## config.mk

```make
export PLATFORM = sky130hd
export DESIGN_NAME = imm_ext_builder
export DESIGN_NICKNAME = d
export VERILOG_FILES = /design/src/rtl/imm_ext_builder_pkg.sv /design/src/rtl/imm_extend_comb.sv /design/src/rtl/imm_ext_builder.sv
export SDC_FILE = /design/constraint.sdc
export NUM_CORES = 1
export LEC_CHECK = 0
export BUFFER_PORTS_ARGS = -buffer_cell sky130_fd_sc_hd__buf_2
export CAP_MARGIN = 0
export CORE_ASPECT_RATIO = 0.8
export CORE_UTILIZATION = 40
export DETAILED_ROUTE_END_ITERATION = 6
export MAX_ROUTING_LAYER = met4
export PLACE_DENSITY_LB_ADDON = 0.05
export SETUP_SLACK_MARGIN = 0.1
export SLEW_MARGIN = 15
export SYNTH_ARGS = -nofsm -noshare
export SYNTH_HDL_FRONTEND = slang
export SYNTH_SLANG_ARGS = --single-unit
export TNS_END_PERCENT = 10
```

## constraint.sdc

```tcl
create_clock -name clk -period 1.7 [get_ports clk]
set_clock_uncertainty 0.05 [all_clocks]
set_input_delay 0.085 -clock clk [delete_from_list [all_inputs] [get_ports clk]]
set_output_delay 0.085 -clock clk [all_outputs]
set_load 0.01 [all_outputs]
```

## src/rtl/imm_ext_builder_pkg.sv

```systemverilog
// imm_pkg: shared mode/state encodings and sizing helper for the immediate-extension unit.
package imm_pkg;
    localparam logic [1:0] IMM_ZEXT = 2'b00;
    localparam logic [1:0] IMM_SEXT = 2'b01;
    localparam logic [1:0] IMM_PFX  = 2'b10;
    localparam logic [1:0] IMM_CLR  = 2'b11;
    typedef enum logic {IDLE, ACCUM} state_t;
    function automatic int ceil_div(input int a, input int b);
        return (a + b - 1) / b;
    endfunction
endpackage

```

## src/rtl/imm_extend_comb.sv

```systemverilog
// imm_extend_comb: extends a right-aligned value of live width i_n to OUT_W bits, zero or sign fill.
module imm_extend_comb #(
    parameter int N_MAX = 10,
    parameter int OUT_W = 8
) (
    input  logic [N_MAX-1:0]           i_c,
    input  logic [$clog2(N_MAX+1)-1:0] i_n,
    input  logic                       i_sext,
    output logic [OUT_W-1:0]           o_ext
);
    logic w_msb;
    always_comb begin
        w_msb = 1'b0;
        for (int i = 0; i < N_MAX; i++) w_msb = (i == int'(i_n) - 1) ? i_c[i] : w_msb;
        o_ext = i_c[OUT_W-1:0];
        for (int i = 0; i < OUT_W; i++) o_ext[i] = (i_sext && i >= int'(i_n)) ? w_msb : o_ext[i];
    end
endmodule

```

## src/rtl/imm_ext_builder.sv

```systemverilog
// imm_ext_builder: registered immediate extender with multi-chunk prefix accumulation
// and valid/ready handshakes on both sides.
module imm_ext_builder
    import imm_pkg::*;
#(
    parameter int IN_W  = 5,
    parameter int OUT_W = 8
) (
    input  logic             clk,
    input  logic             reset,
    input  logic             in_valid,
    output logic             in_ready,
    input  logic [1:0]       in_mode,
    input  logic [IN_W-1:0]  in_data,
    output logic             out_valid,
    input  logic             out_ready,
    output logic [OUT_W-1:0] out_data,
    output logic             out_ovf
);
    localparam int MAX_PREFIX = ceil_div(OUT_W, IN_W) - 1;
    localparam int ACC_W      = (MAX_PREFIX > 0 ? MAX_PREFIX : 1) * IN_W;
    localparam int N_MAX      = ACC_W + IN_W;
    localparam int PC_W       = $clog2(MAX_PREFIX + 2);
    localparam int NW         = $clog2(N_MAX + 1);

    state_t           r_state, w_state_n;
    logic [ACC_W-1:0] r_acc, w_acc_n;
    logic [PC_W-1:0]  r_pcount, w_pcount_n;
    logic             r_lost, w_lost_n;
    logic             w_take, w_ext, w_full;
    logic [NW-1:0]    w_n;
    logic [OUT_W-1:0] w_ext_data;

    assign in_ready = !out_valid || out_ready;
    assign w_take   = in_valid && in_ready;
    assign w_ext    = w_take && !in_mode[1];
    assign w_full   = int'(r_pcount) == MAX_PREFIX;
    // acc bits above pcount*IN_W are always zero, so {acc, in_data} is C right-aligned
    assign w_n      = (r_state == IDLE) ? NW'(IN_W) : NW'((int'(r_pcount) + 1) * IN_W);

    imm_extend_comb #(.N_MAX(N_MAX), .OUT_W(OUT_W)) u_ext (
        .i_c    ({r_acc, in_data}),
        .i_n    (w_n),
        .i_sext (in_mode == IMM_SEXT),
        .o_ext  (w_ext_data)
    );

    always_comb begin
        w_state_n  = r_state;
        w_acc_n    = r_acc;
        w_pcount_n = r_pcount;
        w_lost_n   = r_lost;
        if (w_take && in_mode == IMM_PFX) begin
            w_acc_n    = ACC_W'({r_acc, in_data});
            w_pcount_n = w_full ? r_pcount : r_pcount + 1'b1;
            w_lost_n   = r_lost || w_full;
            w_state_n  = ACCUM;
        end else if (w_take) begin
            w_acc_n    = '0;
            w_pcount_n = '0;
            w_lost_n   = 1'b0;
            w_state_n  = IDLE;
        end
    end

    always_ff @(posedge clk) begin
        if (reset) begin
            r_state   <= IDLE;
            r_acc     <= '0;
            r_pcount  <= '0;
            r_lost    <= 1'b0;
            out_valid <= 1'b0;
            out_data  <= '0;
            out_ovf   <= 1'b0;
        end else begin
            r_state  <= w_state_n;
            r_acc    <= w_acc_n;
            r_pcount <= w_pcount_n;
            r_lost   <= w_lost_n;
            if (w_ext) begin
                out_valid <= 1'b1;
                out_data  <= w_ext_data;
                out_ovf   <= r_lost;
            end else if (out_ready) begin
                out_valid <= 1'b0;
            end
        end
    end
endmodule

```

==> flow_summary_export.csv, run 1 <==
group,metric,value,unit
worst_setup_path,path_class,"register to register",
timing,setup_tns,0,ns
global_routing,grt-ovfl-total,0,
cts,cts_tree,"done",
cts,clkSinkCount,17,
detailed_routing,num_vias,798,
synthesis,ys_ff_latch,17,
finish,final_cell_mix,"21 x buf_2, 16 x dfxtp_1, 15 x nand2_1",
global_routing,antenna_found_initial,0,
die,die_x,52.4,um
synthesis,syn-mean-instance-area,8.05,um2
die,num_rows,14,
worst_setup_path,cp.required,1.85,ns
synthesis,synthCells,101,
finish,filler_cell_count,207,
synthesis,yosysWarningCount,0,
synthesis,ys_seq_area_share,41.8,%
global_routing,grt_start_max_net_pins,19,
detailed_routing,drc_errors,0,
timing,setup_violations,0,
finish,drive_above_1_share,31.3,%
flow_run,cap_violations,0,
global_routing,grt_pass1_vias,705,
detailed_routing,drt_iter0_drc,13,
finish,nets,141,
worst_setup_path,r2r-end,"out_data[4]",
finish,area_growth,29.1,%
power,fin_total_pwr,0.000763,W
cts,cts-root-buf,"clkbuf_4",
timing,finalHoldViolCount,0,
place,place.gp.congestion,0.755,
run_status,status,"complete, no violations",
synthesis,syn-num-nets,113,
detailed_routing,wl_per_cell,13.3,um
power,vdd_drop_max,0.443,mV
place,place_hpwl,1430,um
timing,slew_viol_final,0,
timing,finalCritPeriodShare,89.8,%
worst_setup_path,cp_max_fo,5,
synthesis,ys_types,33,
synthesis,synth.cell_area,813,um2
worst_hold_path,hp-class,"input pin to register",
worst_hold_path,hold_path_depth,4,
worst_hold_path,min_from,"out_ready",
worst_setup_path,r2r_cells,6,
cts,cts_buffers,3,
power,power_density,727,mW/mm2
global_routing,grtUsageTotal,20.5,%
die,start_util,43.0,%
worst_setup_path,critPathLaunchType,"register",
worst_setup_path,r2r_start,"r_pcount[1]",
detailed_routing,viasPerCell,5.25,
place,io_buffers,21,
worst_hold_path,whs_endpoint,"out_valid",
detailed_routing,detail-route-antenna-nets,0,
cts,clockBufferDepth,2,
finish,antenna_cells,0,
cts,clkLatencyLatePin,0.29,ns
global_routing,grt_pass1_wl,3220,um
power,power.leakage,0.415,nW
finish,layout.cells.most_common,"buf_2",
timing,rsz0062_at_grt,"yes",
timing,max_slew_margin,60.3,%
worst_setup_path,end_kind,"register",
die,core-area,0.00189,mm2
worst_setup_path,rrSetupSlack,0.17,ns
detailed_routing,dr.pass1.iters,4,
timing,fmax,655,MHz
timing,worst-slew-pin-transition,0.594,ns
worst_setup_path,crit_arrival,1.68,ns
die,ioPinCount,22,
detailed_routing,routed_wl,2020,um
die,dieArea,0.00222,mm2
die,fp.dieH,42.3,um
timing,period_minus_slack,1.53,ns
cts,clkTransAtPathRegs,0.10,ns
cts,htreeDepth,1,
[worst max path at each step]
stage / startpoint / to / slack [ns] / depth (start not counted)
after global placement: r_pcount[1] / out_data[6] / 0.1 / 6
after detailed placement: r_pcount[1] / out_data[7] / 0.03 / 6
final: r_pcount[1] / out_data[4] / 0.17 / 6
after floorplan: r_pcount[0] / out_data[5] / 0.17 / 5
after global routing: r_pcount[1] / out_data[7] / 0.1 / 6
after CTS: r_pcount[0] / out_data[7] / 0.06 / 5
[state kept, by name, indices dropped and copies added, names as in the netlist]
| register | cells |
|---|---|
| out_ovf | 1 |
| r_pcount | 2 |
| r_state | 1 |
| r_acc | 3 |
| out_data | 8 |
| out_valid | 1 |
| r_lost | 1 |
[repair_timing]
item | 4_1_cts | 5_1_grt
pin swaps | 1 | 5
hold endpoints to repair | 3 | 0
gates resized for setup | 1 | 7
buffers inserted | 0 | 1
setup endpoints to repair | 5 | 8
hold buffers | 3 | 0
[layer usage]
layer	up-vias	routed length, um	share of wire, %	global-route usage (%)
li1	411	-	-	-
met1	365	1020	51	28.4
met2	20	888	44	29.1
met3	2	92	4.6	6.52
met4	0	13	0.65	4.74
met5	-	0	0	-
[logic make-up (layout without fill, tap and decap cells)]
kind of cell             after synthesis  count (layout)  synth area share [%]
AO/OA/AOI/OAI                         25              25                  22.9
adder cells (fa/ha/maj)                1               1                  1.54
buffers and inverters                 12              39                  6.00
flip-flops                            17              17                  41.8
AND/OR/NAND/NOR                       46              46                  27.7
[power by group]
group          leakage (nW)  internal (W)  switching [W]
clock                0.0150     0.0000912       0.000123
combinational         0.261     0.0000554      0.0000734
sequential            0.139      0.000413     0.00000771
total                 0.415      0.000559       0.000204
[metrics by stage]
stage	setup slack (ns)	hold WS (ns)	util, %	instance area (um2)	std cells
after global routing	0.0978	0.0600	55.5	1050	152
final	0.173	0.0617	55.5	1050	152
after global placement	0.0963	0.305	50.1	948	144
after CTS	0.0622	0.0456	53.8	1020	151
after floorplan	0.173	0.180	-	813	101
after detailed placement	0.0334	0.307	50.1	948	144
[cells in the mapped netlist, drive strengths merged]
library cell	instances	share of area (%)
o311ai	3	3.2
a21oi	8	4.9
nor2b	3	2.6
and4b	1	1.4
ha	1	1.5
nor4b	1	1.1
nor2	10	4.6
a211oi	3	2.8
or2	1	0.77
a31o	1	1.1
or3	1	0.77
clkbuf	2	0.92
a211o	1	1.1
o21ai	3	1.8
inv	6	2.8
buf	3	1.8
nand2	16	7.4
nor3	3	1.8
and2b	1	0.92
and3	1	0.77
a2111oi	1	1.8
a32oi	2	2.2
o211ai	1	0.92
nand4	1	0.77
nand3	4	2.5
a41oi	1	2.0
a311oi	1	1.1
nand2b	3	2.3
dfxtp	17	42
clkinv	1	0.46
[worst max-delay path, cell delays in order, from the launching register on]
cell,delay [ns]
dfxtp_2,0.35
inv_2,0.04
ha_4,0.26
and4b_2,0.29
and3_4,0.19
o21ai_2,0.05
a311oi_1,0.21
[final cells by class]
type                            count  area, um2  share of cell area (%)
Inverter                            7       26.3                    2.50
Timing Repair Buffer               28        165                    15.7
Sequential cell                    17        342                    32.5
Multi-Input combinational cell     72        460                    43.9
Tap cell                           24       30.0                    2.86
Clock buffer                        4       26.3                    2.50
(Power assumes the default switching activity.)
==> run 2, diff against run 1 <==
- CTS_BUF_LIST: not set -> sky130_fd_sc_hd__clkbuf_2 sky130_fd_sc_hd__clkbuf_4 sky130_fd_sc_hd__clkbuf_8
==> flow_summary_export.csv, run 2 (same netlist as run 1, synthesis figures left out) <==
group,metric,value,unit
die,core-area,0.00189,mm2
cts,cts_buffers,3,
global_routing,grt_pass1_vias,705,
timing,slew_viol_final,0,
detailed_routing,met2_wirelength,885,um
timing,worst-slew-pin-transition,0.594,ns
detailed_routing,drt_iter0_drc,13,
finish,area_growth,29.5,%
finish,largest_register,"out_data",
place,io_buffers,21,
finish,finalInstanceArea,0.00105,mm2
finish,final_cell_mix,"21 x buf_2, 16 x dfxtp_1, 15 x nand2_1",
worst_setup_path,crit_arrival,1.68,ns
worst_setup_path,path_class,"register to register",
finish,antenna_cells,0,
timing,setup_violations,0,
power,clockPowerShare,29.5,%
power,p_sw,0.000204,W
power,power_density,740,mW/mm2
cts,htreeDepth,1,
worst_hold_path,hp-class,"input pin to register",
worst_setup_path,cp.required,1.85,ns
place,place_hpwl,1430,um
global_routing,grt_start_max_net_pins,19,
global_routing,antenna_found_initial,0,
timing,setup_tns,0,ns
die,num_rows,14,
cts,clkLatencyLatePin,0.29,ns
die,ioPinCount,22,
finish,largest_registers,"out_data: 8 flops, r_acc: 3 flops, r_pcount: 2 flops",
flow_run,cap_violations,0,
die,fp.dieH,42.3,um
detailed_routing,viasPerCell,5.22,
detailed_routing,num_vias,794,
global_routing,grtUsageTotal,20.5,%
timing,period_minus_slack,1.53,ns
die,die_x,52.4,um
power,internal-power,0.000575,W
worst_setup_path,r2r_start,"r_pcount[1]",
detailed_routing,routed_wl,2020,um
power,power.leakage,0.418,nW
worst_setup_path,cp_max_fo,5,
cts,cts_tree,"done",
worst_setup_path,critPathLaunch,"r_pcount[1]",
run_status,status,"complete, no violations",
timing,rsz0062_at_grt,"yes",
detailed_routing,wl_per_cell,13.3,um
worst_hold_path,min_from,"out_ready",
global_routing,grt-ovfl-total,0,
power,switching_share,26.2,%
power,comb_power_share,16.5,%
finish,largest_register_ffs,8,
detailed_routing,m1WireLength,1020,um
power,power_frac_seq,54.0,%
timing,finalCritPeriodShare,89.8,%
timing,max_slew_margin,60.3,%
detailed_routing,dr.max_layer_used,"met4",
power,vdd_drop_max,0.443,mV
finish,drive_above_1_share,32.0,%
place,place_area,948,um2
detailed_routing,dr_wl_met3,97,um
cts,clkSinkCount,17,
finish,layout.cells.most_common,"buf_2",
global_routing,grt_pass1_wl,3220,um
cts,cts-root-buf,"clkbuf_4",
worst_setup_path,critPathLaunchType,"register",
place,place.gp.congestion,0.755,
finish,nets,141,
cts,clockBufferDepth,2,
timing,fmax,655,MHz
detailed_routing,drc_errors,0,
cts,clkTransAtPathRegs,0.10,ns
detailed_routing,dr.pass1.iters,4,
detailed_routing,detail-route-antenna-nets,0,
worst_setup_path,end_kind,"register",
die,start_util,43.0,%
die,dieArea,0.00222,mm2
timing,finalHoldViolCount,0,
run 2: cell types whose count changed in the layout (fill, tap and decap cells not counted):
cell,change
clkbuf_1,-1
clkbuf_4,+1
run 2: critical path, cell delays in order, from the launching register on:
cell      delay, ns
dfxtp_2        0.35
inv_2          0.04
ha_4           0.26
and4b_2        0.29
and3_4         0.19
o21ai_2        0.05
a311oi_1       0.21
run 2: repair_timing:
| item | 4_1_cts | 5_1_grt |
|---|---|---|
| pin swaps | 1 | 5 |
| setup endpoints to repair | 5 | 8 |
| endpoints found under the hold margin | 3 | 0 |
| hold buffers | 3 | 0 |
| resized for setup | 1 | 7 |
| buffers inserted | 0 | 1 |
run 2: final timing paths:
path | endpoint | slack (ns) | depth (start not counted)
worst max-delay path | out_data[4] | 0.17 | 6
worst min-delay path | out_valid | 0.06 | 4
worst max register to register | out_data[4] | 0.17 | 6
worst min register to register | r_acc[0] | 0.41 | 2
run 2: stage by stage:
stage	std cells	hold slack, ns	total power, W	utilization, %	setup WS [ns]
2_1_floorplan	101	0.180	0.000499	-	0.173
3_3_place_gp	144	0.305	0.000544	50.1	0.0963
3_5_place_dp	144	0.307	0.000546	50.1	0.0334
4_1_cts	151	0.0456	0.000795	54.0	0.0621
5_1_grt	152	0.0600	0.000830	55.7	0.0984
6_report	152	0.0617	0.000779	55.7	0.173
run 2: cell type report:
type / count / area [um2]
repair buffers: 28 / 165
clock buffers: 4 / 30.0
well taps: 24 / 30.0
flip-flops and latches: 17 / 342
multi-input cells: 72 / 460
inverters: 7 / 26.3
fillers: 207 / 838
run 2: layer usage:
layer  global-route usage, %  vias up
li1                        -      411
met1                    28.4      361
met2                    29.1       20
met3                    6.52        2
met4                    4.74        0
met5                       -        -
run 2: power groups by stage:
stage / registers, W / logic, W / clock network, W
floorplan: 0.000435 / 0.0000646 / 0
global placement: 0.000429 / 0.000115 / 0
detailed placement: 0.000429 / 0.000117 / 0
CTS: 0.000420 / 0.000125 / 0.000250
global route: 0.000422 / 0.000143 / 0.000265
finish: 0.000420 / 0.000129 / 0.000230
